<file path="config.mk">
export PLATFORM = sky130hd
export DESIGN_NAME = branch_fb_gen
export DESIGN_NICKNAME = d
export VERILOG_FILES = /design/src/rtl/core_pkg.sv /design/src/rtl/branch_fb_gen.sv
export SDC_FILE = /design/constraint.sdc
export NUM_CORES = 1
export LEC_CHECK = 0
export ABC_AREA = 0
export BUFFER_PORTS_ARGS = -buffer_cell sky130_fd_sc_hd__buf_2
export CAP_MARGIN = 20
export CORE_ASPECT_RATIO = 1.4
export CORE_MARGIN = 5
export CORE_UTILIZATION = 40
export DETAILED_ROUTE_END_ITERATION = 12
export GPL_TIMING_DRIVEN = 0
export PLACE_DENSITY_LB_ADDON = 0.2
export SLEW_MARGIN = 5
export SYNTH_ARGS = -nofsm -noshare
export SYNTH_HDL_FRONTEND = slang
export SYNTH_SLANG_ARGS = --single-unit
</file>
<file path="constraint.sdc">
create_clock -name clk -period 3.31 [get_ports clk]
set_input_delay 0.662 -clock clk [delete_from_list [all_inputs] [get_ports clk]]
set_output_delay 0.662 -clock clk [all_outputs]
set_load 0.01 [all_outputs]
</file>
<file path="src/rtl/core_pkg.sv">
`default_nettype none
// ---------------------------------------------------------------------------
// core : shared core types (bool, branch tag, predictor feedback)  | rev 1.0
// ---------------------------------------------------------------------------
package core;

  localparam int pc_width        = 32;
  localparam int branch_fb_depth = 8;

  typedef logic bool;

  typedef logic [$clog2(branch_fb_depth)-1:0] branch_tag_t;

  typedef struct packed {
    logic                valid;
    logic [pc_width-1:0] base_pc;
    logic                branch_taken;
  } branch_pred_fb_t;

endpackage
`default_nettype wire

</file>
<file path="src/rtl/branch_fb_gen.sv">
`default_nettype none
// ---------------------------------------------------------------------------
// branch_fb_gen : in-order branch feedback generator with flush on mispredict
// rev 1.0
// ---------------------------------------------------------------------------
module branch_fb_gen
  import core::*;
#(
  parameter int DEPTH    = core::branch_fb_depth,
  parameter int PC_WIDTH = core::pc_width
) (
  input  logic                       clk,
  input  logic                       rst,
  input  bool                        en,
  input  logic                       alloc_valid,
  input  logic [PC_WIDTH-1:0]        alloc_pc,
  input  logic                       alloc_pred_taken,
  input  logic                       alloc_eval_alt,
  output logic                       alloc_ready,
  output logic [$clog2(DEPTH)-1:0]   alloc_tag,
  input  logic                       res_valid,
  input  logic [$clog2(DEPTH)-1:0]   res_tag,
  input  logic                       res_taken,
  output branch_pred_fb_t            fb,
  output logic                       flush,
  output logic [$clog2(DEPTH)-1:0]   flush_tag,
  output logic                       flush_taken,
  output logic [$clog2(DEPTH):0]     count
);

  localparam int          TW   = $clog2(DEPTH);
  localparam logic [TW:0] FULL = (TW+1)'(DEPTH);
  localparam logic [TW:0] ONE  = (TW+1)'(1);

  typedef struct packed {
    logic                valid;
    logic                resolved;
    logic [PC_WIDTH-1:0] pc;
    logic                pred_taken;
    logic                eval_alt;
    logic                actual_taken;
  } fb_entry_t;

  fb_entry_t     entries [DEPTH];
  logic [TW:0]   head;
  logic [TW:0]   tail;
  logic [TW-1:0] head_idx;
  logic [TW-1:0] tail_idx;
  logic [TW-1:0] res_off;
  fb_entry_t     res_ent;
  fb_entry_t     head_ent;
  logic          res_accept;
  logic          squash_now;
  logic          retire;
  logic          alloc_fire;

  assign head_idx    = head[TW-1:0];
  assign tail_idx    = tail[TW-1:0];
  assign count       = tail - head;
  assign res_ent     = entries[res_tag];
  assign head_ent    = entries[head_idx];
  assign res_accept  = en && res_valid && res_ent.valid && !res_ent.resolved;
  assign squash_now  = res_accept && (res_taken != res_ent.pred_taken) && !res_ent.eval_alt;
  assign alloc_ready = (count < FULL) && !squash_now;
  assign alloc_tag   = tail_idx;
  assign retire      = en && head_ent.valid && head_ent.resolved;
  assign alloc_fire  = en && alloc_valid && alloc_ready;
  // Distance of the resolving entry from head; everything further out is younger.
  assign res_off     = res_tag - head_idx;

  always_ff @(posedge clk or negedge rst) begin
    if (!rst) begin
      head <= '0;
      tail <= '0;
    end else begin
      if (retire)
        head <= head + ONE;
      if (squash_now)
        tail <= head + {1'b0, res_off} + ONE;
      else if (alloc_fire)
        tail <= tail + ONE;
    end
  end

  always_ff @(posedge clk or negedge rst) begin
    if (!rst) begin
      for (int i = 0; i < DEPTH; i++)
        entries[i] <= '0;
    end else begin
      for (int i = 0; i < DEPTH; i++) begin
        if (retire && head_idx == TW'(i))
          entries[i].valid <= 1'b0;
        if (res_accept && res_tag == TW'(i)) begin
          entries[i].resolved     <= 1'b1;
          entries[i].actual_taken <= res_taken;
        end
        if (squash_now && (TW'(i) - head_idx) > res_off)
          entries[i].valid <= 1'b0;
        // Squash blocks allocation, so this never collides with the kill above.
        if (alloc_fire && tail_idx == TW'(i)) begin
          entries[i].valid        <= 1'b1;
          entries[i].resolved     <= 1'b0;
          entries[i].pc           <= alloc_pc;
          entries[i].pred_taken   <= alloc_pred_taken;
          entries[i].eval_alt     <= alloc_eval_alt;
          entries[i].actual_taken <= 1'b0;
        end
      end
    end
  end

  always_ff @(posedge clk or negedge rst) begin
    if (!rst) begin
      fb          <= '0;
      flush       <= 1'b0;
      flush_tag   <= '0;
      flush_taken <= 1'b0;
    end else begin
      fb.valid <= retire;
      if (retire) begin
        fb.base_pc      <= head_ent.pc;
        fb.branch_taken <= head_ent.actual_taken;
      end
      flush <= squash_now;
      if (squash_now) begin
        flush_tag   <= res_tag;
        flush_taken <= res_taken;
      end
    end
  end

endmodule
`default_nettype wire

</file>
# == Word-level counts from Yosys, hierarchy flattened ==
# Index checks and enable logic that the tools add are counted.
# totals
ff_bits,343
wordCells,218
input_bits,43
out_inout_bits,47
# op_classes
eq_ne,22
bitwise_logic,2
n_addsub,14
magnitude_cmp,11
n_mux,48
n_reduce_logical,65
# ops
operator,count
$mux 37,12
$bmux 37 s3,2
$logic_and 1x1->1,42
$eq 3x3->1 const B,12
$mux 1,32
$gt 3x3->1,8
$reduce_bool 3->1,8
$eq 3x2->1 const B,6
$reduce_bool 2->1,9
$add 4x1->4 const B,3
$sub 3x3->3 const A,4
$eq 3x1->1 const B,3
$logic_not 3->1,3
$ge 4x4->1 const B,2
$mux 4,2
$not 3->4,2
$sub 1x3->3 const A,2
$sub 2x3->3 const A,2
$add 4x3->4,1
$lt 4x4->1 const B,1
$sub 4x4->4,1
$logic_not 1->1,3
$sub 3x3->3,1
$ne 1x1->1,1

# == Longest topological paths before layout ==
# depth
word_depth,13
depth_mapped,13
depth_no_buf,12

# == Least setup slack after synthesis ==
# No wires, ideal clock.
# synth_timing
path_type,flip-flop to flip-flop
startpoint,register head[1]
endpoint,register entries[80] (netlist bit)
arrival_time_ns,3.267
stages_incl_launch_ff,12
slack_ns,-0.082
setup_time_ns,0.125
t_required_ns,3.185
cell_sequence,dfrtp_1 > clkbuf_1 > inv_1 > ha_1 > nor2b_1 > o21a_1 > or4_1 > a21oi_4 > o211a_1 > buf_4 > buf_4 > mux2_2
# synth_via
elab_chain_cells,5
# synth_rtl
element,line,rtl
from (decl),branch_fb_gen.sv:45,logic [TW:0] head;
from (signal assigned),branch_fb_gen.sv:77,head <= head + ONE;
$sub 4x4->4,branch_fb_gen.sv:59,assign count = tail - head;
$lt 4x4->1,branch_fb_gen.sv:64,assign alloc_ready = (count < FULL) && !squash_now;
$logic_and 1x1->1,branch_fb_gen.sv:64,
$logic_and 1x1->1,branch_fb_gen.sv:67,assign alloc_fire = en && alloc_valid && alloc_ready;
$logic_and 1x1->1,branch_fb_gen.sv:100,if (alloc_fire && tail_idx == TW'(i)) begin
to (decl),branch_fb_gen.sv:44,fb_entry_t entries [DEPTH];
# No other way between the ends.
# A chain may end at the register's enable or synchronous reset.

# == Final worst setup path ==
# layout_timing
startpoint,register head[1]
endpoint,register entries[167] (netlist bit)
# Same word-level chain as after synthesis.

==> results.yml <==
cells_and_area:
  nFillCells: 3632
  final_cell_mix: "dfrtp_1, mux2_2, buf_2"
  syn_to_final_growth_pct: 17.51
  multiInputGateArea_um2: 7184
  final_common_cell: "dfrtp_1"
  drive_above_1_share: 0.4263
  final_nets: 1359
  seq_area_um2: 8586
logic_synthesis:
  yosysTopAreaCell: "dfrtp_1"
  synth_nets: 1210
  ys_ff_latch: 343
  syn_area_um2: 16260
  ys_types: 59
  yosysWarnings: 0
  synth_edf_count: 0
  syn_avg_cell_area_um2: 14.30
  yosysTopAreaCellShare: 0.5280
  synth_top_cells_by_area: "dfrtp_1, mux2_2, mux4_2"
  async_flop_share: 1.000
  synth_ff_type: "dfrtp_1"
  syn_inst: 1137
  seq_area_frac_synth: 0.5280
timing:
  skew_ns: 0.01591
  hold_viol: 0
  post-route-period-util: 0.9870
  max_freq_mhz: 306.1
  finalMaxSlewViolations: 0
  rsz0062_at_grt: "true"
  worst_pin_slew_ns: 0.9650
  finalSetupViolCount: 0
  finalSetupTns_ns: 0
  slew-limit-headroom: 0.3567
  period_needed_ns: 3.267
  setup_slack_ns: 0.04317
global_routing:
  gr-total-overflow: 0
  grt_use_total: 0.1807
  antenna_found_initial: 2
  grt_pass1_wl_um: 64070
  grt_pass1_vias: 10860
  grt_max_degree: 119
setup_path:
  crit_fanout: 10
  critPathKind: "flip-flop to flip-flop"
  critPathTopFamily: "simple AND/OR/NAND/NOR gates"
  cp_common_cell: "buf_4"
  rr_worst_depth: 11
  crit_start: "head[1]$_DFFE_PN0P_"
  end_kind: "flip-flop"
  cp.required_ns: 3.70
  arrival_ns: 3.66
  crit_slowest_cell: "or4_4"
  crit_path_start_kind: "flip-flop"
  path_buf_inv: 4
  crit_chain: "clkbuf_8, clkinvlp_4, ha_1, nor2b_1, o21a_1, or4_4, nand2_2, o211a_1, buf_4, buf_4, mux2_2"
  max_stage_delay_ns: 0.59
  reg2reg_from: "head[1]$_DFFE_PN0P_"
  worst-path-stages: 11
power_and_ir_drop:
  power_mw: 19.00
  cellPowerDensity_nw_per_um2: 994.5
  leakagePower_nw: 8.825
  ir_drop_mv: 0.3538
detailed_routing:
  drt-wirelength-per-cell_um: 21.84
  met1_length_um: 16240
  first_pass_iters: 4
  ant_nets: 0
  wl_um: 40260
  routed-wl-met3_um: 1616
  drc: 0
  vias: 9818
  met2WireLength_um: 21610
  topRoutingLayerUsed: "met5"
  drtIter0Drc: 533
  via_per_inst: 5.324
cts:
  cts_inserted_buffers: 35
  cts-root-buf: "clkbuf_16"
  cts_sinks: 343
  cts.htree.levels: 2
  clk-insertion-delay-late_ns: 0.53
  cts.clk_slew.worst_paths_ns: 0.06
  cts_tree: "done"
  cts_buffer_depth: 3
place:
  hpwl_um: 27160
  post-place-ws_ns: -1.069
  io_buffers: 88
  place.gp.congestion: 0.8504
floorplan:
  die_y_um: 248.5
  row_count: 87
  die_w_um: 180.4
  pin_count: 90
  core_um2: 40280
  start_util: 0.4036
  dieArea_um2: 44830
hold_path:
  hp-class: "primary input to async pin"
outcome:
  outcome: "complete, no violations"
run:
  drv_cap: 0
-- cell families (layout without fill, tap and decap cells) --
group | count (synthesis) | in the layout | synth area share
flip-flops | 343 | 343 | 0.5280
buffers and inverters | 99 | 271 | 0.03464
other | 0 | 1 | 0
AO/OA/AOI/OAI | 106 | 106 | 0.04949
multiplexers | 370 | 370 | 0.3098
adder cells (fa/ha/maj) | 32 | 32 | 0.02571
AND/OR/NAND/NOR | 174 | 174 | 0.04534
XOR/XNOR | 13 | 13 | 0.007004
-- worst register-to-register path, stage by stage, from the launching register on --
cell and delay (ns):
dfrtp_2 0.39, clkbuf_8 0.19, clkinvlp_4 0.15, ha_1 0.29
nor2b_1 0.13, o21a_1 0.21, or4_4 0.59, nand2_2 0.17
o211a_1 0.17, buf_4 0.22, buf_4 0.27, mux2_2 0.37
-- synth_stat cells, drive strengths merged (2+ instances only) --
library cell	instances
o22ai	3
buf	54
inv	25
o21a	2
mux4	70
a22oi	3
a22o	4
o2111ai	2
dfrtp	343
xnor2	9
mux2i	22
xor2	4
a21oi	15
and3	2
clkbuf	19
nor2	45
o211ai	7
maj3	2
nor2b	5
o211a	4
and2	2
a31oi	41
nor3	2
a21boi	7
o311ai	2
ha	27
o21ai	9
nand4	9
nand2	95
nand3	8
mux2	278
fa	3
-- area by class of cell --
cell class / instances / share of cell area
diodes: 1 / 0.0001310
multi-input cells: 695 / 0.3761
clock buffers: 50 / 0.05364
clock inverters: 10 / 0.01179
inverters: 26 / 0.005764
flip-flops and latches: 343 / 0.4495
plain buffers: 72 / 0.02974
repair buffers: 113 / 0.03838
well taps: 534 / 0.03498
-- path summary, 6_finish.rpt --
| kind | to | slack, ns |
|---|---|---|
| setup reg to reg | entries[167]$_DFFE_PN0P_ | 0.04 |
| hold reg to reg | entries[191]$_DFFE_PN0P_ | 0.49 |
| min in group clk | entries[191]$_DFFE_PN0P_ | 0.46 |
| setup / recovery | entries[167]$_DFFE_PN0P_ | 0.04 |
| hold / removal | entries[86]$_DFFE_PN0P_ | 0.01 |
| max in group asynchronous | entries[169]$_DFFE_PN0P_ | 1.99 |
-- per-layer routing --
layer,vias up,GRT usage
met5,-,0
met4,2,0.04929
met3,46,0.02749
met2,142,0.3305
met1,5193,0.2222
li1,4435,-
-- report_power, final --
part	internal, mW	leakage [nW]	switching [mW]
Clock	2.70	0.612	1.64
Sequential	6.02	4.35	0.989
Combinational	3.96	3.86	3.69
Total	12.7	8.82	6.32
-- per-stage QoR --
stage | hold slack [ns] | utilization | instance area [µm²] | cells
CTS | 0.006196 | 0.4705 | 18950 | 1834
detailed placement | 0.4775 | 0.4336 | 17470 | 1762
floorplan | 0.3664 | - | 16260 | 1137
global route | 0.02742 | 0.4742 | 19100 | 1843
finish | 0.01023 | 0.4743 | 19100 | 1844
global placement | 0.4679 | 0.4313 | 17370 | 1759
-- flip-flops by register name, indices dropped and copies added, names as in the netlist --
signal / flops
tail: 4
flush_taken: 1
flush: 1
flush_tag: 3
head: 4
fb: 34
entries: 296
-- timing repair --
item	4_1_cts	5_1_grt
hold endpoints to repair	0	0
hold buffers	0	0
setup buffers	13	8
setup endpoints to repair	337	106
gates resized for setup	39	16
pin swaps	5	5
Note: power is estimated with default switching activity, not from simulation.
